### config.mk
export PLATFORM = sky130hd
export DESIGN_NAME = hazard_unit_flat
export DESIGN_NICKNAME = d
export VERILOG_FILES = /design/src/rtl/cpu_pkg.sv /design/src/rtl/hazard_unit_if.sv /design/src/rtl/sat_counter.sv /design/src/rtl/hazard_unit.sv /design/src/flat_wrapper.sv
export SDC_FILE = /design/constraint.sdc
export NUM_CORES = 1
export LEC_CHECK = 0
export CORE_MARGIN = 1.5
export CORE_UTILIZATION = 49
export CTS_CLUSTER_DIAMETER = 200
export CTS_CLUSTER_SIZE = 10
export DETAILED_ROUTE_END_ITERATION = 12
export PLACE_DENSITY = 0.8
export SLEW_MARGIN = 20
export SYNTH_ARGS = -nofsm -noshare
export SYNTH_HDL_FRONTEND = slang
export SYNTH_HIERARCHICAL = 1
export SYNTH_SLANG_ARGS = --single-unit
### constraint.sdc
create_clock -name clk -period 2.6 [get_ports clk]
set_clock_uncertainty 0.05 [all_clocks]
set_input_delay 0.39 -clock clk [delete_from_list [all_inputs] [get_ports clk]]
set_output_delay 0.39 -clock clk [all_outputs]
set_load 0.02 [all_outputs]
### src/rtl/cpu_pkg.sv
// rtl/cpu_pkg.sv - shared hazard-unit state encoding, register constants and control bit layout
package cpu_pkg;

    typedef enum logic [1:0] {
        HZ_RUN     = 2'd0,
        HZ_LWSTALL = 2'd1,
        HZ_FLUSH   = 2'd2
    } hz_state_t;

    localparam logic [4:0] REG_ZERO = 5'd0;

    localparam int CTL_PC_WRITE   = 0;
    localparam int CTL_IFID_WRITE = 1;
    localparam int CTL_LWSTALL    = 2;
    localparam int CTL_BRANCH     = 3;
    localparam int CTL_IF_FLUSH   = 4;
    localparam int CTL_W          = 5;

    localparam logic [CTL_W-1:0] CTL_IDLE  = CTL_W'((1 << CTL_PC_WRITE) | (1 << CTL_IFID_WRITE));
    localparam logic [CTL_W-1:0] CTL_STALL = CTL_W'(1 << CTL_LWSTALL);
    localparam logic [CTL_W-1:0] CTL_FLUSH = CTL_W'((1 << CTL_PC_WRITE) | (1 << CTL_IFID_WRITE) |
                                                    (1 << CTL_BRANCH) | (1 << CTL_IF_FLUSH));
    localparam logic [CTL_W-1:0] CTL_JUMP  = CTL_W'((1 << CTL_PC_WRITE) | (1 << CTL_IFID_WRITE) |
                                                    (1 << CTL_IF_FLUSH));

endpackage

### src/rtl/hazard_unit_if.sv
// rtl/hazard_unit_if.sv - pipeline-side signals seen and driven by the hazard unit
interface hazard_unit_if #(
    parameter int COUNT_W = 16
);
    logic               ID_EX_MemRead;
    logic [4:0]         ID_EX_RegisterRt;
    logic [4:0]         IF_ID_RegisterRs;
    logic [4:0]         IF_ID_RegisterRt;
    logic               IF_ID_uses_rt;
    logic               ID_Jump;
    logic               EX_Branch_taken;
    logic               cnt_clr;
    logic               PC_write;
    logic               IF_ID_write;
    logic               ID_Hazard_lwstall;
    logic               ID_Hazard_Branch;
    logic               IF_Flush;
    logic [COUNT_W-1:0] stall_count;
    logic [COUNT_W-1:0] flush_count;

    modport master (
        output ID_EX_MemRead, ID_EX_RegisterRt, IF_ID_RegisterRs, IF_ID_RegisterRt,
               IF_ID_uses_rt, ID_Jump, EX_Branch_taken, cnt_clr,
        input  PC_write, IF_ID_write, ID_Hazard_lwstall, ID_Hazard_Branch, IF_Flush,
               stall_count, flush_count
    );

    modport slave (
        input  ID_EX_MemRead, ID_EX_RegisterRt, IF_ID_RegisterRs, IF_ID_RegisterRt,
               IF_ID_uses_rt, ID_Jump, EX_Branch_taken, cnt_clr,
        output PC_write, IF_ID_write, ID_Hazard_lwstall, ID_Hazard_Branch, IF_Flush,
               stall_count, flush_count
    );
endinterface

### src/rtl/sat_counter.sv
// rtl/sat_counter.sv - saturating event counter with synchronous clear
module sat_counter #(
    parameter int COUNT_W = 16
) (
    input  logic               clk,
    input  logic               rst,
    input  logic               i_inc,
    input  logic               i_clr,
    output logic [COUNT_W-1:0] o_count
);
    logic [COUNT_W-1:0] r_count;

    always_ff @(posedge clk or posedge rst) begin
        if (rst) begin
            r_count <= '0;
        end else if (i_clr) begin
            r_count <= '0;
        end else if (i_inc && (r_count != '1)) begin
            r_count <= r_count + 1'b1;
        end
    end

    assign o_count = r_count;
endmodule

### src/rtl/hazard_unit.sv
// rtl/hazard_unit.sv - load-use stall, branch flush and jump redirect controller
module hazard_unit
    import cpu_pkg::*;
#(
    parameter int LW_STALL_CYCLES = 1,
    parameter int BR_FLUSH_CYCLES = 1,
    parameter int COUNT_W         = 16
) (
    input  logic clk,
    input  logic rst,
    hazard_unit_if.slave hz
);
    localparam logic [1:0] LW_REM = 2'(LW_STALL_CYCLES - 1);
    localparam logic [1:0] BR_REM = 2'(BR_FLUSH_CYCLES - 1);

    hz_state_t        r_state;
    hz_state_t        w_next_state;
    logic [1:0]       r_rem;
    logic [1:0]       w_next_rem;
    logic [CTL_W-1:0] w_ctl;
    logic             w_lu;

    assign w_lu = hz.ID_EX_MemRead && (hz.ID_EX_RegisterRt != REG_ZERO) &&
                  ((hz.ID_EX_RegisterRt == hz.IF_ID_RegisterRs) ||
                   (hz.IF_ID_uses_rt && (hz.ID_EX_RegisterRt == hz.IF_ID_RegisterRt)));

    always_ff @(posedge clk or posedge rst) begin
        if (rst) begin
            r_state <= HZ_RUN;
            r_rem   <= 2'd0;
        end else begin
            r_state <= w_next_state;
            r_rem   <= w_next_rem;
        end
    end

    always_comb begin
        w_ctl        = CTL_IDLE;
        w_next_state = r_state;
        w_next_rem   = r_rem;
        case (r_state)
            HZ_RUN, HZ_LWSTALL: begin
                // A taken branch squashes everything younger, including a stall in progress
                if (hz.EX_Branch_taken) begin
                    w_ctl = CTL_FLUSH;
                    if (BR_FLUSH_CYCLES > 1) begin
                        w_next_state = HZ_FLUSH;
                        w_next_rem   = BR_REM;
                    end else begin
                        w_next_state = HZ_RUN;
                        w_next_rem   = 2'd0;
                    end
                end else if (r_state == HZ_LWSTALL) begin
                    w_ctl      = CTL_STALL;
                    w_next_rem = r_rem - 2'd1;
                    if (r_rem == 2'd1) begin
                        w_next_state = HZ_RUN;
                    end
                end else if (w_lu) begin
                    w_ctl = CTL_STALL;
                    if (LW_STALL_CYCLES > 1) begin
                        w_next_state = HZ_LWSTALL;
                        w_next_rem   = LW_REM;
                    end
                end else if (hz.ID_Jump) begin
                    w_ctl = CTL_JUMP;
                end
            end
            HZ_FLUSH: begin
                w_ctl      = CTL_FLUSH;
                w_next_rem = r_rem - 2'd1;
                if (r_rem == 2'd1) begin
                    w_next_state = HZ_RUN;
                end
            end
            default: begin
                w_next_state = HZ_RUN;
                w_next_rem   = 2'd0;
            end
        endcase
        if (rst) begin
            w_ctl = CTL_IDLE;
        end
    end

    assign hz.PC_write          = w_ctl[CTL_PC_WRITE];
    assign hz.IF_ID_write       = w_ctl[CTL_IFID_WRITE];
    assign hz.ID_Hazard_lwstall = w_ctl[CTL_LWSTALL];
    assign hz.ID_Hazard_Branch  = w_ctl[CTL_BRANCH];
    assign hz.IF_Flush          = w_ctl[CTL_IF_FLUSH];

    sat_counter #(.COUNT_W(COUNT_W)) u_stall_cnt (
        .clk     (clk),
        .rst     (rst),
        .i_inc   (w_ctl[CTL_LWSTALL]),
        .i_clr   (hz.cnt_clr),
        .o_count (hz.stall_count)
    );

    sat_counter #(.COUNT_W(COUNT_W)) u_flush_cnt (
        .clk     (clk),
        .rst     (rst),
        .i_inc   (w_ctl[CTL_BRANCH]),
        .i_clr   (hz.cnt_clr),
        .o_count (hz.flush_count)
    );
endmodule

### src/flat_wrapper.sv
// flat-port wrapper written by rule: the top's interface ports become plain ports
module hazard_unit_flat import cpu_pkg::*;
#(
    parameter int LW_STALL_CYCLES = 1,
    parameter int BR_FLUSH_CYCLES = 1,
    parameter int COUNT_W         = 16
)
  (clk, rst, hz_ID_EX_MemRead, hz_ID_EX_RegisterRt, hz_IF_ID_RegisterRs, hz_IF_ID_RegisterRt, hz_IF_ID_uses_rt, hz_ID_Jump, hz_EX_Branch_taken, hz_cnt_clr, hz_PC_write, hz_IF_ID_write, hz_ID_Hazard_lwstall, hz_ID_Hazard_Branch, hz_IF_Flush, hz_stall_count, hz_flush_count);
  hazard_unit_if #(.COUNT_W(COUNT_W)) hz_i ();
  input  logic clk;
  input  logic rst;
  input wire logic [$bits(hz_i.ID_EX_MemRead)-1:0] hz_ID_EX_MemRead;
  input wire logic [$bits(hz_i.ID_EX_RegisterRt)-1:0] hz_ID_EX_RegisterRt;
  input wire logic [$bits(hz_i.IF_ID_RegisterRs)-1:0] hz_IF_ID_RegisterRs;
  input wire logic [$bits(hz_i.IF_ID_RegisterRt)-1:0] hz_IF_ID_RegisterRt;
  input wire logic [$bits(hz_i.IF_ID_uses_rt)-1:0] hz_IF_ID_uses_rt;
  input wire logic [$bits(hz_i.ID_Jump)-1:0] hz_ID_Jump;
  input wire logic [$bits(hz_i.EX_Branch_taken)-1:0] hz_EX_Branch_taken;
  input wire logic [$bits(hz_i.cnt_clr)-1:0] hz_cnt_clr;
  output wire logic [$bits(hz_i.PC_write)-1:0] hz_PC_write;
  output wire logic [$bits(hz_i.IF_ID_write)-1:0] hz_IF_ID_write;
  output wire logic [$bits(hz_i.ID_Hazard_lwstall)-1:0] hz_ID_Hazard_lwstall;
  output wire logic [$bits(hz_i.ID_Hazard_Branch)-1:0] hz_ID_Hazard_Branch;
  output wire logic [$bits(hz_i.IF_Flush)-1:0] hz_IF_Flush;
  output wire logic [$bits(hz_i.stall_count)-1:0] hz_stall_count;
  output wire logic [$bits(hz_i.flush_count)-1:0] hz_flush_count;
  assign hz_i.ID_EX_MemRead = hz_ID_EX_MemRead;
  assign hz_i.ID_EX_RegisterRt = hz_ID_EX_RegisterRt;
  assign hz_i.IF_ID_RegisterRs = hz_IF_ID_RegisterRs;
  assign hz_i.IF_ID_RegisterRt = hz_IF_ID_RegisterRt;
  assign hz_i.IF_ID_uses_rt = hz_IF_ID_uses_rt;
  assign hz_i.ID_Jump = hz_ID_Jump;
  assign hz_i.EX_Branch_taken = hz_EX_Branch_taken;
  assign hz_i.cnt_clr = hz_cnt_clr;
  assign hz_PC_write = hz_i.PC_write;
  assign hz_IF_ID_write = hz_i.IF_ID_write;
  assign hz_ID_Hazard_lwstall = hz_i.ID_Hazard_lwstall;
  assign hz_ID_Hazard_Branch = hz_i.ID_Hazard_Branch;
  assign hz_IF_Flush = hz_i.IF_Flush;
  assign hz_stall_count = hz_i.stall_count;
  assign hz_flush_count = hz_i.flush_count;
  hazard_unit #(.LW_STALL_CYCLES(LW_STALL_CYCLES), .BR_FLUSH_CYCLES(BR_FLUSH_CYCLES), .COUNT_W(COUNT_W)) u_core (.clk(clk), .rst(rst), .hz(hz_i));
endmodule
# Yosys cells after proc, flatten, opt, wreduce, memory -nomap -nowiden

Index checks and enable logic that the tools add are counted.

Eq/ne operators: 8
$add $sub $neg: 3
Multiplexer cells: 17
Reduce and logical (&&, ||, !) cells: 11

Operators by type and width:

| operator              | count |
|---|---|
| $mux 16               | 4 |
| $add 16x1->16 const B | 2 |
| $ne 16x16->1 const B  | 2 |
| $mux 5                | 5 |
| $eq 5x5->1            | 2 |
| $mux 2                | 5 |
| $pmux 5 s2            | 1 |
| $pmux 2 s2            | 2 |
| $logic_and 1x1->1     | 5 |
| $reduce_bool 5->1     | 1 |
| $eq 2x1->1 const B    | 2 |
| $reduce_bool 2->1     | 2 |
| $ne 3x2->1 const B    | 1 |
| $eq 2x2->1 const B    | 1 |
| $logic_not 2->1       | 1 |
| $reduce_or 2->1       | 1 |
| $sub 2x1->2 const B   | 1 |
| $logic_or 1x1->1      | 1 |

Word-level logic and storage cells: 43
Register bits: 36
Output and inout bits: 37
Input bits: 22

# Depth between registers and ports, before layout

Depth after elaboration: 12
Gate-level depth with buffers: 10
Mapped depth without buffers: 9

# Modules after synthesis

Netlist, hierarchy kept.

By module, submodules not included:

| module      | cells an instance | seq. area each (µm²) | times used | area each (µm²) |
|---|---|---|---|---|
| sat_counter | 101               | 400.4                | 2          | 932.1 |
| hazard_unit | 42                | 100.1                | 1          | 380.4 |

# Worst setup path after synthesis

OpenSTA, ideal clock, no wires.

Path type: input port to flip-flop
From: input hz_ID_EX_RegisterRt[4]
To: register u_core.u_stall_cnt.r_count[13], in the netlist u_core/u_stall_cnt/o_count[13]
Required time: 2472 ps
Buffers on the path: 1
Arrival: 2678 ps
Library setup time: 78 ps
Stages: 10
Slack: -206 ps
Path through: xor2_1 -> nor4_1 -> nand3_1 -> a21oi_2 -> o21a_1 -> clkbuf_2 -> nand3_1 -> or4_4 -> or4_1 -> a21oi_1

Cells in the longest elaborated chain, start to end: 11
Elaborated cells on any way between the ends: 14
Classes of those cells: eq/ne (2); mux (5); reduce/logical (7)

Ends and longest elaborated chain:

| what                                 | RTL line           | text |
|---|---|---|
| from (decl)                          | flat_wrapper.sv:13 | `input wire logic [$bits(hz_i.ID_EX_RegisterRt)-1:0] hz_ID_EX_RegisterRt;` |
| $eq 5x5->1                           | hazard_unit.sv:25  | `(hz.IF_ID_uses_rt && (hz.ID_EX_RegisterRt == hz.IF_ID_RegisterRt)));` |
| $logic_and 1x1->1                    | hazard_unit.sv:25  |  |
| $logic_or 1x1->1                     | hazard_unit.sv:24  | `((hz.ID_EX_RegisterRt == hz.IF_ID_RegisterRs) \|\|` |
| $logic_and 1x1->1 *                  | hazard_unit.sv:23  | `assign w_lu = hz.ID_EX_MemRead && (hz.ID_EX_RegisterRt != REG_ZERO) &&` |
| $mux 5 *                             | hazard_unit.sv:59  | `end else if (w_lu) begin` |
| $mux 5 *                             | hazard_unit.sv:53  | `end else if (r_state == HZ_LWSTALL) begin` |
| $mux 5 *                             | hazard_unit.sv:44  | `if (hz.EX_Branch_taken) begin` |
| $pmux 5 s2 *                         | hazard_unit.sv:41  | `case (r_state)` |
| $mux 5 *                             | hazard_unit.sv:81  | `if (rst) begin` |
| net hz_ID_Hazard_lwstall             | flat_wrapper.sv:22 | `output wire logic [$bits(hz_i.ID_Hazard_lwstall)-1:0] hz_ID_Hazard_lwstall;` |
| $logic_and 1x1->1 *                  | sat_counter.sv:18  | `end else if (i_inc && (r_count != '1)) begin` |
| $reduce_bool 2->1 (no source line) * | --                 |  |
| to (signal assigned)                 | sat_counter.sv:19  | `r_count <= r_count + 1'b1;` |
| to (decl)                            | sat_counter.sv:11  | `logic [COUNT_W-1:0] r_count;` |

Mark *: on every way through the listed nets, which the timed path passes. The rest lies on a longest branch.
A chain may end at the register's enable or synchronous reset.

# Final worst setup path

From: input hz_IF_ID_RegisterRt[1]
To: register u_core.u_stall_cnt.r_count[13], in the netlist u_core/u_stall_cnt/o_count[13]

Cells in the longest elaborated chain, start to end: 11

Ends and longest elaborated chain:

| what                               | RTL line           | text |
|---|---|---|
| from (decl)                        | flat_wrapper.sv:15 | `input wire logic [$bits(hz_i.IF_ID_RegisterRt)-1:0] hz_IF_ID_RegisterRt;` |
| $eq 5x5->1                         | hazard_unit.sv:25  |  |
| $logic_and 1x1->1                  | hazard_unit.sv:25  |  |
| $logic_or 1x1->1                   | hazard_unit.sv:24  |  |
| $logic_and 1x1->1                  | hazard_unit.sv:23  |  |
| $mux 5                             | hazard_unit.sv:59  |  |
| $mux 5                             | hazard_unit.sv:53  |  |
| $mux 5                             | hazard_unit.sv:44  |  |
| $pmux 5 s2                         | hazard_unit.sv:41  |  |
| $mux 5                             | hazard_unit.sv:81  |  |
| $logic_and 1x1->1                  | sat_counter.sv:18  |  |
| $reduce_bool 2->1 (no source line) | --                 |  |

Every way passes these cells.

==> metrics.txt <==
# TYPE chip_impl_metric gauge
chip_impl_info{name="outcome",value="completed"} 1
chip_impl_metric{name="globalplace.congestion",unit=""} 0.873
chip_impl_metric{name="maxcap_violations",unit=""} 0
chip_impl_metric{name="finalSetupTns",unit="ps"} 0
chip_impl_metric{name="grtUsageMet3",unit=""} 0.0370
chip_impl_metric{name="grt_first_pass_wirelength",unit="um"} 9850
chip_impl_metric{name="ys_seq_elements",unit=""} 36
chip_impl_metric{name="detail_route.wl_per_cell",unit="um"} 15.7
chip_impl_metric{name="htree_levels",unit=""} 2
chip_impl_metric{name="worstPathMaxFanout",unit=""} 5
chip_impl_metric{name="cp_num_buf_inv",unit=""} 1
chip_impl_metric{name="drt_iter0_markers",unit=""} 141
chip_impl_metric{name="timing.hold.worst_path_depth",unit=""} 1
chip_impl_metric{name="cts_buffer_depth",unit=""} 2
chip_impl_metric{name="syn_inst",unit=""} 244
chip_impl_metric{name="cp.required",unit="ps"} 2770
chip_impl_info{name="endpoint_kind_of_the_worst_setup_timing_path",value="flip-flop"} 1
chip_impl_metric{name="timing.critical_path.slowest_cell_delay",unit="ps"} 530
chip_impl_metric{name="area_growth",unit="%"} 38.1
chip_impl_metric{name="remaining_drc_errors",unit=""} 0
chip_impl_info{name="worst_hold_path.endpoint",value="u_core/r_state[0]$_DFFE_PP0P_"} 1
chip_impl_info{name="cts_tree",value="done"} 1
chip_impl_metric{name="die_x",unit="um"} 70.7
chip_impl_metric{name="global_route.usage.total",unit=""} 0.239
chip_impl_metric{name="cp_data_arrival_time",unit="ps"} 2660
chip_impl_info{name="busiest_layer",value="met2"} 1
chip_impl_metric{name="grt.overflow.total",unit=""} 0
chip_impl_metric{name="syn-num-nets",unit=""} 269
chip_impl_info{name="timing.hold.worst.class",value="flip-flop to flip-flop"} 1
chip_impl_metric{name="finalPower",unit="mW"} 1.17
chip_impl_info{name="worst_hold_startpoint",value="u_core/r_state[1]$_DFFE_PP0P_"} 1
chip_impl_metric{name="tightestPinTransition",unit="ps"} 679
chip_impl_metric{name="routed_wirelength",unit="um"} 5830
chip_impl_info{name="synthFlopType",value="dfrtp_1"} 1
chip_impl_info{name="root_buffer",value="clkbuf_8"} 1
chip_impl_metric{name="grt_util_met1",unit=""} 0.332
chip_impl_info{name="r2r-end",value="u_core/u_stall_cnt/o_count[13]$_DFFE_PP0P_"} 1
chip_impl_metric{name="power_density",unit="nW/um2"} 376
chip_impl_metric{name="vdd.ir_drop.worst",unit="mV"} 0.339
chip_impl_metric{name="clock_latency",unit="ps"} 290
chip_impl_metric{name="grt_pass1_vias",unit=""} 2100
chip_impl_metric{name="floorplan.die_area",unit="um2"} 5000
chip_impl_metric{name="ios",unit=""} 59
chip_impl_metric{name="drive_above_1_share",unit=""} 0.184
chip_impl_metric{name="nNetsFinal",unit=""} 344
chip_impl_metric{name="reg2reg_path_depth",unit=""} 6
chip_impl_metric{name="numClockSinks",unit=""} 36
chip_impl_metric{name="drt.antenna.violating_nets",unit=""} 0
chip_impl_info{name="worstPathCellList",value="dlygate4sd2_1 > xor2_1 > nor4_2 > nand3_1 > a21oi_2 > o21a_2 > nand3_2 > or4_4 > or4_4 > a21oi_2"} 1
chip_impl_metric{name="core_area",unit="um2"} 4380
chip_impl_info{name="critPathLaunchType",value="primary input"} 1
chip_impl_metric{name="use_met2",unit=""} 0.399
chip_impl_info{name="crit-reg2reg-launch",value="u_core/r_state[1]$_DFFE_PP0P_"} 1
chip_impl_metric{name="avgViaCountPerCell",unit=""} 6.04
chip_impl_info{name="criticalPathCategory",value="primary input to flip-flop"} 1
chip_impl_metric{name="power.leakage",unit="nW"} 1.19
chip_impl_metric{name="tritoncts.num_buffers",unit=""} 5
chip_impl_metric{name="synth_area",unit="um2"} 2240
chip_impl_metric{name="floorplan.initialDensity",unit=""} 0.512
chip_impl_info{name="timing.critical_path.slowest_stage_cell",value="or4_4"} 1
chip_impl_metric{name="async_flop_share",unit=""} 1.00
chip_impl_metric{name="final_core_utilization",unit=""} 0.707
chip_impl_metric{name="synth.distinct_cells",unit=""} 42
chip_impl_metric{name="number_of_hold_violations_in_the_final_report",unit=""} 0
chip_impl_metric{name="preCtsSetupSlack",unit="ps"} -496
chip_impl_metric{name="maxSlewHeadroom",unit=""} 0.546
chip_impl_metric{name="filler_cell_count",unit=""} 330
chip_impl_metric{name="die-height",unit="um"} 70.7
chip_impl_metric{name="hold_bufs_at_cts",unit=""} 0
chip_impl_info{name="layout.cells.most_common_list",value="clkdlybuf4s50_1 (41), dfrtp_1 (36), a21oi_1 (23)"} 1
chip_impl_metric{name="fmaxAchievable",unit="MHz"} 401
chip_impl_metric{name="setup-violations-final",unit=""} 0
chip_impl_metric{name="drt_pass1_iterations",unit=""} 4
chip_impl_metric{name="reg2reg_slack",unit="ps"} 330
chip_impl_metric{name="final_period_minus_worst_setup_slack",unit="ps"} 2490
chip_impl_metric{name="detailed_place.area",unit="um2"} 2980
chip_impl_info{name="layout.cells.most_common",value="clkdlybuf4s50_1"} 1
chip_impl_metric{name="grt_max_degree",unit=""} 19
chip_impl_metric{name="worst_setup_hold_path_clk_slew",unit="ps"} 70
chip_impl_metric{name="number_of_max_slew_violations_in_the_final_report",unit=""} 0
chip_impl_metric{name="antenna_cells",unit=""} 0
chip_impl_metric{name="grt_antenna_before_repair",unit=""} 0
chip_impl_metric{name="postLayoutCellArea",unit="um2"} 3100
chip_impl_metric{name="synth_edf_count",unit=""} 0
chip_impl_metric{name="syn_area_per_cell",unit="um2"} 9.20
chip_impl_metric{name="num_vias",unit=""} 2248
chip_impl_metric{name="sequential_element_share_of_the_synthesized_area",unit=""} 0.401
chip_impl_info{name="startpoint",value="hz_IF_ID_RegisterRt[1]"} 1
chip_impl_metric{name="worst_hold_slack",unit="ps"} 535
chip_impl_metric{name="timing.final.crit_share",unit=""} 0.958
chip_impl_metric{name="synth_warn",unit=""} 6
chip_impl_metric{name="fp-row-count",unit=""} 24
chip_impl_metric{name="detailed_place_hpwl",unit="um"} 4190
chip_impl_metric{name="dp_cells",unit=""} 363
chip_impl_metric{name="final_cells",unit=""} 372
chip_impl_metric{name="postLayoutSetupSlackWorst",unit="ps"} 109
chip_impl_info{name="critical_path.top_delay_family",value="simple AND/OR/NAND/NOR gates"} 1
chip_impl_info{name="grt_setup_unrepaired",value="false"} 1
chip_impl_metric{name="port_buffers",unit=""} 58
cell type report:
| type | instances | area, um2 | share of cell area |
|---|---|---|---|
| multi-input cells | 189 | 1280 | 0.414 |
| flip-flops and latches | 36 | 901 | 0.291 |
| repair buffers | 78 | 709 | 0.229 |
| clock buffers | 6 | 72.6 | 0.0234 |
| well taps | 52 | 65.1 | 0.0210 |
| clock inverters | 2 | 35.0 | 0.0113 |
| inverters | 9 | 33.8 | 0.0109 |
worst register-to-register path: stages, from the launching register on:
cell and delay (ps):
dfrtp_1 450, nor3_1 280, o21a_2 220, nand3_2 90, or4_4 450, or4_4 530, a21oi_2 130
Yosys cell counts, drive strengths merged (9+ instances only):
master	n	share of area
o31ai	10	0.033
or4	17	0.063
or3	14	0.040
nand4	10	0.041
nand3	17	0.040
o21ai	13	0.031
dfrtp	36	0.40
a21oi	25	0.057
nor3	10	0.022
inv	9	0.015
nand2	13	0.022
worst max-delay path by stage:
stage                     cells past startpoint                                    endpoint
after floorplan                              10  u_core/u_stall_cnt/o_count[13]$_DFFE_PP0P_
after detailed placement                     11  u_core/u_stall_cnt/o_count[13]$_DFFE_PP0P_
after global placement                       10  u_core/u_stall_cnt/o_count[13]$_DFFE_PP0P_
final                                        10  u_core/u_stall_cnt/o_count[13]$_DFFE_PP0P_
after CTS                                    10  u_core/u_stall_cnt/o_count[13]$_DFFE_PP0P_
after global routing                         10  u_core/u_stall_cnt/o_count[13]$_DFFE_PP0P_
report_power, final:
group | total [mW] | internal [mW] | switching, mW
logic | 0.117 | 0.0568 | 0.0602
registers | 0.565 | 0.562 | 0.00321
clock network | 0.484 | 0.285 | 0.199
per-layer routing:
metal / vias up / routed length, um / part of all wire
met5: - / 0 / 0
met4: 0 / 37 / 0.0063
met3: 4 / 271 / 0.046
met2: 67 / 2850 / 0.49
met1: 1091 / 2670 / 0.46
li1: 1086 / - / -
timing repair:
action / CTS / global route
buffers inserted: 1 / 0
gates resized for setup: 41 / 3
endpoints found under the setup margin: 11 / 3
pin swaps: 12 / 4
kinds of logic (layout without fill, tap and decap cells):
group	after synthesis	count (layout)	share of synthesized area
simple gates	110	110	0.303
flops	36	36	0.401
xor+xnor	11	11	0.0429
compound gates	59	59	0.161
mux	6	6	0.0290
buf+inv	19	95	0.0457
fa+ha+maj	3	3	0.0167
state kept, by name, indices dropped and copies added, names as in the netlist:
signal,cells
u_core/r_state,2
u_core/r_rem,2
u_core/u_flush_cnt/o_count,16
u_core/u_stall_cnt/o_count,16
Power figures use the tool's default switching activity.
